===== config.mk =====
export PLATFORM = sky130hd
export DESIGN_NAME = mem_stage
export DESIGN_NICKNAME = d
export VERILOG_FILES = /design/src/rtl/mem_stage_pkg.sv /design/src/rtl/mem_load_align.sv /design/src/rtl/mem_stage.sv
export SDC_FILE = /design/constraint.sdc
export NUM_CORES = 1
export LEC_CHECK = 0
export CAP_MARGIN = 10
export CORE_MARGIN = 2
export CORE_UTILIZATION = 40
export DETAILED_ROUTE_END_ITERATION = 16
export PLACE_DENSITY = 0.79
export SLEW_MARGIN = 25
export SYNTH_ARGS = -nofsm -noshare
export SYNTH_HDL_FRONTEND = slang
export SYNTH_HIERARCHICAL = 1
export SYNTH_SLANG_ARGS = --single-unit

===== constraint.sdc =====
create_clock -name clk -period 2 [get_ports clk]
set_input_delay 0.4 -clock clk [delete_from_list [all_inputs] [get_ports clk]]
set_output_delay 0.4 -clock clk [all_outputs]
set_load 0.005 [all_outputs]

===== src/rtl/mem_stage_pkg.sv =====
// mem_stage_pkg: shared types and helpers for the RV32I memory-access stage.
//   - state_e      : transaction FSM states (IDLE / REQ / WAIT)
//   - F3_*         : RV32I load/store funct3 encodings
//   - SZ_*         : access-size code carried in funct3[1:0]
//   - CAUSE_*      : M_fault_cause encodings
//   - byte_en()    : byte-enable mask for a given size and address offset
//   - store_lanes(): lane-replicated store data for a given size
//   - misaligned() : natural-alignment violation check (used only when
//                    MEM_STAGE_MISALIGN_TRAP_EN is defined)
package mem_stage_pkg;

  typedef enum logic [1:0] {
    S_IDLE = 2'd0,
    S_REQ  = 2'd1,
    S_WAIT = 2'd2
  } state_e;

  localparam logic [2:0] F3_B  = 3'b000;
  localparam logic [2:0] F3_H  = 3'b001;
  localparam logic [2:0] F3_W  = 3'b010;
  localparam logic [2:0] F3_BU = 3'b100;
  localparam logic [2:0] F3_HU = 3'b101;

  localparam logic [1:0] SZ_B = 2'b00;
  localparam logic [1:0] SZ_H = 2'b01;
  localparam logic [1:0] SZ_W = 2'b10;

  localparam logic [1:0] CAUSE_NONE     = 2'd0;
  localparam logic [1:0] CAUSE_MISALIGN = 2'd1;
  localparam logic [1:0] CAUSE_TIMEOUT  = 2'd2;
  localparam logic [1:0] CAUSE_ILLEGAL  = 2'd3;

  // Low address bits below the access width are ignored here, so an
  // unaligned half/word access is rounded down to its natural boundary.
  function automatic logic [3:0] byte_en(input logic [1:0] sz, input logic [1:0] a);
    case (sz)
      SZ_B:    byte_en = 4'b0001 << a;
      SZ_H:    byte_en = 4'b0011 << {a[1], 1'b0};
      default: byte_en = 4'b1111;
    endcase
  endfunction

  function automatic logic [31:0] store_lanes(input logic [1:0] sz, input logic [31:0] d);
    case (sz)
      SZ_B:    store_lanes = {4{d[7:0]}};
      SZ_H:    store_lanes = {2{d[15:0]}};
      default: store_lanes = d;
    endcase
  endfunction

  function automatic logic misaligned(input logic [1:0] sz, input logic [1:0] a);
    case (sz)
      SZ_H:    misaligned = a[0];
      SZ_W:    misaligned = (a != 2'b00);
      default: misaligned = 1'b0;
    endcase
  endfunction

endpackage


===== src/rtl/mem_load_align.sv =====
// mem_load_align: combinational load-data alignment.
// Selects the byte/halfword lane addressed by addr_lo_i out of the bus word
// and sign- or zero-extends it according to the RV32I load funct3.
// Ports:
//   rdata_i   [31:0] raw word returned by data memory
//   addr_lo_i [1:0]  byte offset of the access
//   funct3_i  [2:0]  LB/LH/LW/LBU/LHU encoding
//   data_o    [31:0] aligned, extended load result (0 for non-load codes)
module mem_load_align
  import mem_stage_pkg::*;
(
  input  logic [31:0] rdata_i,
  input  logic [1:0]  addr_lo_i,
  input  logic [2:0]  funct3_i,
  output logic [31:0] data_o
);

  logic [7:0]  byte_s;
  logic [15:0] half_s;

  // Lane select: byte by full offset, halfword by offset bit 1 only
  always_comb begin
    byte_s = 8'd0;
    half_s = 16'd0;
    case (addr_lo_i)
      2'b00:   byte_s = rdata_i[7:0];
      2'b01:   byte_s = rdata_i[15:8];
      2'b10:   byte_s = rdata_i[23:16];
      2'b11:   byte_s = rdata_i[31:24];
      default: byte_s = 8'd0;
    endcase
    if (addr_lo_i[1]) begin
      half_s = rdata_i[31:16];
    end else begin
      half_s = rdata_i[15:0];
    end
  end

  // Extension to 32 bits according to width and signedness
  always_comb begin
    data_o = 32'd0;
    case (funct3_i)
      F3_B:    data_o = {{24{byte_s[7]}}, byte_s};
      F3_BU:   data_o = {24'd0, byte_s};
      F3_H:    data_o = {{16{half_s[15]}}, half_s};
      F3_HU:   data_o = {16'd0, half_s};
      F3_W:    data_o = rdata_i;
      default: data_o = 32'd0;
    endcase
  end

endmodule


===== src/rtl/mem_stage.sv =====
// mem_stage: RV32I memory-access pipeline stage.
// Executes loads/stores held in the M pipeline register over a
// req/gnt/rvalid data bus, stalls upstream while a transaction is open and
// emits one W_valid pulse per completed access.
// Optional feature macro: MEM_STAGE_MISALIGN_TRAP_EN -- when defined,
// misaligned half/word accesses fault with cause 1 instead of being
// rounded down to an aligned access.
// Ports:
//   clk, rst                 clock, synchronous active-high reset
//   M_valid/M_mem_read/M_mem_write/M_funct3/M_alu_out/M_rs2_data
//                            instruction in the M register
//   M_stall                  upstream hold request (combinational)
//   W_valid/W_load_data      completion pulse and aligned load result
//   M_fault/M_fault_cause    registered fault pulse and its cause
//   dm_req/dm_we/dm_addr/dm_be/dm_wdata, dm_gnt/dm_rvalid/dm_rdata
//                            data-memory bus
// Parameter BUS_TIMEOUT: cycles spent in REQ+WAIT before an abort (1..65535).
module mem_stage
  import mem_stage_pkg::*;
#(
  parameter int unsigned BUS_TIMEOUT = 255
) (
  input  logic        clk,
  input  logic        rst,
  input  logic        M_valid,
  input  logic        M_mem_read,
  input  logic        M_mem_write,
  input  logic [2:0]  M_funct3,
  input  logic [31:0] M_alu_out,
  input  logic [31:0] M_rs2_data,
  output logic        M_stall,
  output logic        W_valid,
  output logic [31:0] W_load_data,
  output logic        M_fault,
  output logic [1:0]  M_fault_cause,
  output logic        dm_req,
  output logic        dm_we,
  output logic [31:0] dm_addr,
  output logic [3:0]  dm_be,
  output logic [31:0] dm_wdata,
  input  logic        dm_gnt,
  input  logic        dm_rvalid,
  input  logic [31:0] dm_rdata
);

  localparam logic [15:0] TO_LAST = 16'(BUS_TIMEOUT - 32'd1);

  state_e      state_q, state_d;
  logic [15:0] cnt_q, cnt_d;

  logic        dm_req_q;
  logic        dm_we_q;
  logic [31:0] dm_addr_q;
  logic [3:0]  dm_be_q;
  logic [31:0] dm_wdata_q;
  logic [2:0]  ld_f3_q;
  logic [1:0]  ld_alo_q;

  logic        w_valid_q;
  logic [31:0] w_data_q, w_data_d;
  logic        fault_q, fault_d;
  logic [1:0]  cause_q, cause_d;

  logic        mem_op_s;
  logic        is_store_s;
  logic        f3_legal_s;
  logic        misalign_s;
  logic        timeout_s;
  logic        accept_s;
  logic        done_s;
  logic        stall_s;
  logic [31:0] ld_data_s;

  // Decode of the instruction currently presented by the M register
  always_comb begin
    mem_op_s   = M_valid & (M_mem_read | M_mem_write);
    // Both read and write set is executed as a store.
    is_store_s = M_mem_write;
    case (M_funct3)
      F3_B, F3_H, F3_W: f3_legal_s = 1'b1;
      F3_BU, F3_HU:     f3_legal_s = ~is_store_s;
      default:          f3_legal_s = 1'b0;
    endcase
`ifdef MEM_STAGE_MISALIGN_TRAP_EN
    misalign_s = misaligned(M_funct3[1:0], M_alu_out[1:0]);
`else
    misalign_s = 1'b0;
`endif
  end

  // Abort fires on the BUS_TIMEOUT-th cycle spent in REQ/WAIT.
  assign timeout_s = (cnt_q == TO_LAST);

  // Transaction FSM: next state, counter, completion/fault and stall
  always_comb begin
    state_d  = state_q;
    cnt_d    = cnt_q;
    accept_s = 1'b0;
    done_s   = 1'b0;
    fault_d  = 1'b0;
    cause_d  = CAUSE_NONE;
    stall_s  = 1'b0;
    case (state_q)
      S_IDLE: begin
        cnt_d = 16'd0;
        if (mem_op_s) begin
          if (!f3_legal_s) begin
            fault_d = 1'b1;
            cause_d = CAUSE_ILLEGAL;
          end else if (misalign_s) begin
            fault_d = 1'b1;
            cause_d = CAUSE_MISALIGN;
          end else begin
            accept_s = 1'b1;
            stall_s  = 1'b1;
            state_d  = S_REQ;
          end
        end else begin
          state_d = S_IDLE;
        end
      end
      S_REQ: begin
        cnt_d   = cnt_q + 16'd1;
        stall_s = 1'b1;
        if (timeout_s) begin
          state_d = S_IDLE;
          fault_d = 1'b1;
          cause_d = CAUSE_TIMEOUT;
        end else if (dm_gnt) begin
          state_d = S_WAIT;
        end else begin
          state_d = S_REQ;
        end
      end
      S_WAIT: begin
        cnt_d = cnt_q + 16'd1;
        // A response in the last allowed cycle still completes normally.
        if (dm_rvalid) begin
          done_s  = 1'b1;
          state_d = S_IDLE;
        end else if (timeout_s) begin
          state_d = S_IDLE;
          fault_d = 1'b1;
          cause_d = CAUSE_TIMEOUT;
        end else begin
          stall_s = 1'b1;
          state_d = S_WAIT;
        end
      end
      default: begin
        state_d = S_IDLE;
        cnt_d   = 16'd0;
      end
    endcase
  end

  // Write-back data: stores report zero, loads the aligned word
  always_comb begin
    if (done_s && !dm_we_q) begin
      w_data_d = ld_data_s;
    end else begin
      w_data_d = 32'd0;
    end
  end

  mem_load_align u_load_align (
    .rdata_i   (dm_rdata),
    .addr_lo_i (ld_alo_q),
    .funct3_i  (ld_f3_q),
    .data_o    (ld_data_s)
  );

  // State, timeout counter and bus request flop
  always_ff @(posedge clk) begin
    if (rst) begin
      state_q  <= S_IDLE;
      cnt_q    <= 16'd0;
      dm_req_q <= 1'b0;
    end else begin
      state_q  <= state_d;
      cnt_q    <= cnt_d;
      dm_req_q <= (state_d == S_REQ);
    end
  end

  // Bus attributes captured at accept and held until the next accept
  always_ff @(posedge clk) begin
    if (rst) begin
      dm_we_q    <= 1'b0;
      dm_addr_q  <= 32'd0;
      dm_be_q    <= 4'd0;
      dm_wdata_q <= 32'd0;
      ld_f3_q    <= 3'd0;
      ld_alo_q   <= 2'd0;
    end else if (accept_s) begin
      dm_we_q    <= is_store_s;
      dm_addr_q  <= {M_alu_out[31:2], 2'b00};
      dm_be_q    <= byte_en(M_funct3[1:0], M_alu_out[1:0]);
      dm_wdata_q <= store_lanes(M_funct3[1:0], M_rs2_data);
      ld_f3_q    <= M_funct3;
      ld_alo_q   <= M_alu_out[1:0];
    end
  end

  // Completion and fault pulses towards write-back
  always_ff @(posedge clk) begin
    if (rst) begin
      w_valid_q <= 1'b0;
      w_data_q  <= 32'd0;
      fault_q   <= 1'b0;
      cause_q   <= CAUSE_NONE;
    end else begin
      w_valid_q <= done_s;
      w_data_q  <= w_data_d;
      fault_q   <= fault_d;
      cause_q   <= cause_d;
    end
  end

  // Stall is forced low while reset is asserted.
  assign M_stall       = stall_s & ~rst;
  assign W_valid       = w_valid_q;
  assign W_load_data   = w_data_q;
  assign M_fault       = fault_q;
  assign M_fault_cause = cause_q;
  assign dm_req        = dm_req_q;
  assign dm_we         = dm_we_q;
  assign dm_addr       = dm_addr_q;
  assign dm_be         = dm_be_q;
  assign dm_wdata      = dm_wdata_q;

endmodule


==> impl_metrics.toml, run 1 <==
[routing]
viasPerCell = 5.254
wl_per_cell_microns = 15.98
vias = 5711
drc = 0
drt-total-wl_mm = 17.37
first_iter_violations = 561
first_pass_iters = 6
antenna_left = 0

[cells_and_area]
layout-drive-gt1-share = 0.1334
fill_cells = 1198
seqCellArea_sq_um = 2524
fin_nets = 1006
antenna_cells = 0
multi_input_area_sq_um = 2948
syn2layout_area_growth_pct = 54.21
utilization = 0.6359

[synth]
ys_warn_count = 6
yosys-top-cells-count = "129 x nand2_1, 126 x dfxtp_1, 57 x a21oi_1"
ys_async_sr_fraction = 0
synth-edff-count = 0
synth_cell_type_count = 57
ys_top_cells_by_area = "dfxtp_1 44%, nand2_1 8.4%, a21oi_1 4.9%"
synth_ff_type = "dfxtp_1"
yosysMostFrequentCell = "nand2_1"
ys_seq_elements = 126
synth_area_per_cell_sq_um = 8.700
syn_area_sq_um = 5768
yosys.area.top_type_share = 0.4373
ys_seq_area_frac = 0.4373
synth_top_area_cell = "dfxtp_1"
synthCells = 663

[power]
p_int_uw = 5242
power_frac_seq = 0.387
swShare = 0.2376
switchingPower_uw = 1633
combPwrFrac = 0.153
vdd_drop_max_mv = 0.6047
p_clk_frac = 0.460
power_density_nw_per_um2 = 773.0
total_leakage_power_uw = 0.003283

[sta]
finalSetupViolCount = 1
min_period_over_period = 1.140
fin_skew_ps = 9.455
whs_ps = 450.5
max_freq_ghz = 0.4387
slew_headroom = 0.6392
hold_viol_final = 0
slew_violations = 0
finalCriticalPeriod_ps = 2280
rsz0062_at_grt = "yes"
worstMarginPinSlew_ps = 538.8
fin_ws_ps = -279.7

[clock_network]
root_buffer = "clkbuf_16"
hold_buffers = 0
htreeDepth = 4
clk_path_buf_depth = 2
cts_tree = "done"
path_clk_slew_ps = 60
cts.sinks = 126
post-cts-setup-buffer-count = 0
cts_buffers = 17
clk_latency_ps = 410

[floorplanning]
num_io_pins = 213
rows = 43
die_area_sq_um = 15400
initial_core_util = 0.4123
core_sq_um = 13990
die_w_microns = 124.1
die_h_microns = 124.1

[grt]
grt_pass1_wl_mm = 27.14
grt_use_total = 0.2270
grt_pass1_vias = 5312
antenna_found_initial = 0
grt_max_degree = 61
grt_overflow = 0

[status]
violations = "setup timing"
status = "complete, but fails checks"

[critical_path]
cp_max_fo = 2
crit_path_start_kind = "flop"
rrSetupSlack_ps = 200
crit_required_ps = 1600
critPathKind = "reg -> out"
endpoint_kind = "output port"
arrival_ps = 1880

[placed_design]
io_buffers = 210
routabilityCongestion = 0.8695
hpwl_mm = 12.51

[min_path]
min_path_type = "reg -> reg"

[run]
drv_cap = 0
## metal layers
layer	wire length, microns	track usage	up-vias
met4	441	0.09691	0
met1	7333	0.2836	2642
met5	0	0	-
li1	-	-	2808
met2	8314	0.3689	227
met3	1276	0.05998	34
## registers in the layout (all words and copies together) (netlist names)
signal and cells:
dm_req 1, dm_we 1, dm_wdata 32, state_q 2
W_valid 1, cnt_q 16, ld_f3_q 3, M_fault_cause 1
dm_be 4, dm_addr 30, M_fault 1, ld_alo_q 2
W_load_data 32
## per-stage QoR
stage / TNS, ps / cells / total power, uW / instance area [sq um] / worst slack [ps]
2_1_floorplan: 0 / 664 / 3180 / 5772 / 59.20
4_1_cts: -312.3 / 1087 / 6932 / 8895 / -312.3
5_1_grt: -384.1 / 1087 / 7154 / 8895 / -384.1
3_3_place_gp: -676.2 / 1055 / 3751 / 8288 / -360.4
6_report: -279.7 / 1087 / 6876 / 8895 / -279.7
3_5_place_dp: -3611 / 1055 / 3759 / 8288 / -361.8
## cell families (layout without fill, tap and decap cells)
logic type / count (synthesis) / count (layout) / synth area share
and+or+nand+nor: 247 / 247 / 0.2063
AOI/OAI and AO/OA: 176 / 176 / 0.2128
DFF: 126 / 126 / 0.4373
buffers and inverters: 64 / 307 / 0.05423
muxes: 34 / 34 / 0.06204
xor gates and xnor gates: 9 / 9 / 0.01366
adders and majority gates: 6 / 6 / 0.01301
other: 1 / 2 / 0.0006501
## power groups by stage
| stage | sequential (uW) | combinational [uW] | clock, uW |
|---|---|---|---|
| 6_report | 2660 | 1050 | 3160 |
| 5_1_grt | 2670 | 1140 | 3340 |
| 4_1_cts | 2660 | 1050 | 3220 |
| 3_5_place_dp | 2710 | 1050 | 0 |
| 3_3_place_gp | 2710 | 1040 | 0 |
| 2_1_floorplan | 2710 | 465 | 0 |
## repair_timing
item | in CTS | in global routing
resized for setup | 5 | 0
pin swaps | 4 | 0
endpoints found under the setup margin | 1 | 1
## cells in the final DEF, fill, tap and decap left out, drive strengths merged, types with 23 or more instances in the layout
master           n
buf             59
o21ai           25
nand2          129
a21oi           57
a211oi          26
dfxtp          126
clkdlybuf4s50  208
a22oi           25
and2            34
nor2            37
mux2i           23
## path summary, 6_finish.rpt
check | cells after the start | startpoint | end
max reg2reg | 4 | ld_alo_q[0] | W_load_data[3]
min | 2 | dm_addr[20] | dm_addr[20]
min reg2reg | 2 | dm_addr[20] | dm_addr[20]
max | 5 | cnt_q[15] | M_stall
## final cells by class
| cell class | count | share of cell area |
|---|---|---|
| clock buffer | 22 | 0.05331 |
| sequential | 126 | 0.2837 |
| tap | 180 | 0.02532 |
| inverter | 8 | 0.003376 |
| clock inverter | 10 | 0.01533 |
| multi-input combinational | 474 | 0.3314 |
| timing repair buffer | 267 | 0.2875 |
## critical path: stages (launching register included)
cell	delay, ps
dfxtp_1	310
or4_4	540
nor4_4	170
nor2_1	80
o31a_1	240
buf_2	130
Power figures use the tool's default switching activity.
==> inputs of run 2 (changes only) <==
--- a/config.mk
+++ b/config.mk
@@ -9,5 +9,5 @@
 export CORE_MARGIN = 2
-export CORE_UTILIZATION = 40
+export CORE_UTILIZATION = 43
 export DETAILED_ROUTE_END_ITERATION = 16
-export PLACE_DENSITY = 0.79
+export PLACE_DENSITY = 0.81
 export SLEW_MARGIN = 25
==> constraint.sdc (replaced) <==
create_clock -name clk -period 2.25 [get_ports clk]
set_input_delay 0.45 -clock clk [delete_from_list [all_inputs] [get_ports clk]]
set_output_delay 0.45 -clock clk [all_outputs]
set_load 0.01 [all_outputs]
==> impl_metrics.toml, run 2 (same netlist as run 1, synthesis figures left out) <==
[status]
status = "complete, but fails checks"
violations = "setup timing"

[routing]
viasPerCell = 5.297
antenna_left = 0
wl_per_cell_microns = 15.94
vias = 5657
first_pass_iters = 6
drc = 0
drt-total-wl_mm = 17.02
first_iter_violations = 678

[clock_network]
clk_path_buf_depth = 2
cts.sinks = 126
clk_latency_ps = 410
hold_buffers = 0
path_clk_slew_ps = 50
cts_tree = "done"
post-cts-setup-buffer-count = 0
cts_buffers = 17
root_buffer = "clkbuf_16"
htreeDepth = 4

[cells_and_area]
fill_cells = 1077
fin_nets = 993
antenna_cells = 0
layout-drive-gt1-share = 0.1188
seqCellArea_sq_um = 2524
final_common_cell = "clkdlybuf4s50_1"
multi_input_area_sq_um = 2959
final_cell_mix = "208 x clkdlybuf4s50_1, 129 x nand2_1, 125 x dfxtp_1"
syn2layout_area_growth_pct = 51.26
fin_cells = 1068

[placed_design]
dpl.cell_count = 1038
hpwl_mm = 12.09
io_buffers = 210
routabilityCongestion = 0.9119

[critical_path]
critPathKind = "reg -> out"
arrival_ps = 1880
crit_required_ps = 1800
crit_path_start_kind = "flop"
cp_max_fo = 2
endpoint_kind = "output port"
rr_worst_depth = 8

[sta]
worstMarginPinSlew_ps = 860.8
slew_violations = 0
fin_ws_ps = -77.06
max_freq_ghz = 0.4297
finalSetupViolCount = 1
hold_viol_final = 0
finalCriticalPeriod_ps = 2327
rsz0062_at_grt = "yes"
fin_skew_ps = 5.030
slew_headroom = 0.4254
min_period_over_period = 1.034

[grt]
grt_pass1_vias = 5292
antenna_found_initial = 0
grt_use_total = 0.2372
grt_overflow = 0
grt_pass1_wl_mm = 26.99
grt_max_degree = 60

[power]
power_uw = 5800
vdd_drop_max_mv = 0.4028
power_density_nw_per_um2 = 664.8
total_leakage_power_uw = 0.003189

[floorplanning]
num_io_pins = 213
rows = 42
core_sq_um = 13190
initial_core_util = 0.4373
die_h_microns = 119.8
die_area_sq_um = 14360
die_w_microns = 119.8

[min_path]
hold-path-cell-count = 2
min_path_type = "reg -> reg"

[run]
drv_cap = 0
==> run 2: cell count changes in the layout (fill, tap and decap cells not counted), sizes merged <==
cell and delta:
clkinvlp -2, bufinv -2, clkinv +2, buf -13
==> run 2: final timing paths <==
| path | from | end | slack, ps |
|---|---|---|---|
| worst max-delay path | cnt_q[8] | M_stall | -80 |
| worst min-delay path | dm_wdata[3] | dm_wdata[3] | 450 |
| worst max register to register | state_q[0] | dm_wdata[13] | 300 |
| worst min register to register | dm_wdata[3] | dm_wdata[3] | 450 |
==> run 2: critical path, stage by stage, from the launching register on <==
cell	delay, ps
dfxtp_2	310
or4_4	540
nor4_4	180
nor2_1	60
o31a_1	230
buf_2	140
==> run 2: per-layer routing <==
layer,part of all wire,GRT usage,vias to the layer above
li1,-,-,2789
met1,0.42,0.2924,2578
met2,0.47,0.3886,246
met3,0.076,0.06559,44
met4,0.027,0.1022,0
met5,0,0,-
==> run 2: layout make-up <==
class                           instances  share of cell area
Multi-Input combinational cell        474              0.3392
Sequential cell                       126              0.2893
Timing Repair Buffer                  254              0.2819
Clock buffer                           22             0.05321
Tap cell                              176             0.02524
Clock inverter                          8            0.007744
Inverter                                8            0.003442
==> run 2: repair_timing <==
item,in CTS,in global routing
pin swaps,4,2
resized for setup,5,1
gates cloned,0,0
endpoints found under the setup margin,1,1
==> run 2: metrics by stage <==
step	hold slack (ps)	cell area (sq um)	TNS, ps	util	worst slack, ps
finish	450.0	8725	-77.06	0.6614	-77.06
detailed placement	445.3	8192	-1933	0.6210	-258.0
floorplan	433.0	5772	0	-	231.9
global route	470.1	8725	-206.9	0.6614	-206.9
CTS	452.5	8720	-197.5	0.6611	-197.5
global placement	440.8	8192	-1038	0.6210	-240.1
==> run 2: power by group <==
group	internal (uW)	leakage, uW	switching [uW]
logic	505	0.00190	439
clock network	1550	0.000265	934
registers	2320	0.00102	55.3
total	4370	0.00319	1430
==> inputs of run 3 (changes only) <==
SKIP_CTS_REPAIR_TIMING = 1   (was not set)
==> impl_metrics.toml, run 3 (same netlist as run 1, synthesis figures left out) <==
[grt]
antenna_found_initial = 0
grt_overflow = 0
grt_pass1_wl_mm = 26.99
grt_pass1_vias = 5294
grt_max_degree = 60
grt_use_total = 0.2372

[critical_path]
arrival_ps = 1890
crit_required_ps = 1800
critPathKind = "reg -> out"
rrSetupSlack_ps = 290
endpoint_kind = "output port"
crit_start = "cnt_q[8]"
reg2reg_from = "state_q[0]"
cp_max_fo = 2
crit_path_start_kind = "flop"

[routing]
vias = 5682
drc = 0
first_iter_violations = 724
antenna_left = 0
drt-total-wl_mm = 17.01
wl_per_cell_microns = 15.92
first_pass_iters = 8
viasPerCell = 5.320

[cells_and_area]
final_common_cell = "clkdlybuf4s50_1"
multi_input_area_sq_um = 2954
layout-drive-gt1-share = 0.1166
antenna_cells = 0
fin_cells = 1068
seqCellArea_sq_um = 2522
stdcell_area_sq_um = 8718
fin_nets = 993
fill_cells = 1079
utilization = 0.6610
final_cell_mix = "208 x clkdlybuf4s50_1, 129 x nand2_1, 126 x dfxtp_1"
syn2layout_area_growth_pct = 51.15

[clock_network]
htreeDepth = 4
path_clk_slew_ps = 50
clk_latency_ps = 420
root_buffer = "clkbuf_16"
cts_buffers = 17
cts.sinks = 126
cts_tree = "done"
clk_path_buf_depth = 2

[placed_design]
dp_slack_ps = -258.0
routabilityCongestion = 0.9119
place_area_sq_um = 8192
io_buffers = 210
dpl.cell_count = 1038
hpwl_mm = 12.09

[sta]
slew_headroom = 0.4220
max_freq_ghz = 0.4276
slew_violations = 0
finalSetupViolCount = 1
worstMarginPinSlew_ps = 865.8
rsz0062_at_grt = "yes"
finalCriticalPeriod_ps = 2339
fin_skew_ps = 5.311
hold_viol_final = 0
min_period_over_period = 1.039
fin_ws_ps = -88.76

[floorplanning]
core_sq_um = 13190
die_h_microns = 119.8
die_w_microns = 119.8
die_area_sq_um = 14360
initial_core_util = 0.4373
num_io_pins = 213
rows = 42

[min_path]
min_path_type = "reg -> reg"
min_from = "dm_wdata[3]"

[power]
power_density_nw_per_um2 = 665.4
vdd_drop_max_mv = 0.4045
total_leakage_power_uw = 0.003192

[run]
drv_cap = 0

[status]
status = "complete, but fails checks"
violations = "setup timing"
[run 3: cell types whose count changed in the layout (fill, tap and decap cells not counted)]
cell     delta
dfxtp_1     +1
or3_4       -1
dfxtp_2     -1
or3_1       +1
[run 3: area by class of cell]
class | count | area share
multi-input cells | 474 | 0.3388
flip-flops and latches | 126 | 0.2893
repair buffers | 254 | 0.2821
clock buffers | 22 | 0.05324
well taps | 176 | 0.02526
clock inverters | 8 | 0.007750
inverters | 8 | 0.003444
[run 3: through the flow]
| stage | power (uW) | hold slack, ps | setup TNS, ps |
|---|---|---|---|
| finish | 5801 | 450.0 | -88.76 |
| global route | 6038 | 470.1 | -215.2 |
| CTS | 5854 | 452.5 | -633.4 |
| detailed placement | 3355 | 445.3 | -1933 |
| global placement | 3346 | 440.8 | -1038 |
| floorplan | 2857 | 433.0 | 0 |
[run 3: final timing paths]
path | endpoint | depth (start not counted)
hold / removal | dm_wdata[3] | 2
setup reg to reg | dm_wdata[13] | 8
hold reg to reg | dm_wdata[3] | 2
setup / recovery | M_stall | 5
[run 3: worst max-delay path: stages (launching register included)]
cell and delay, ps:
dfxtp_1 310, or4_4 540, nor4_4 180, nor2_1 80, o31a_1 240, buf_2 140
[run 3: report_power, final]
group | switching [uW] | leakage (uW) | internal (uW)
clock network | 935 | 0.000265 | 1550
registers | 55.1 | 0.00102 | 2320
logic | 439 | 0.00190 | 505
[run 3: metal layers]
layer  GRT usage  vias up  wire length (microns)
met5           0        -                      0
met3     0.06559       42                   1265
met4      0.1022        0                    431
li1            -     2787                      -
met2      0.3886      244                   8107
met1      0.2924     2609                   7200
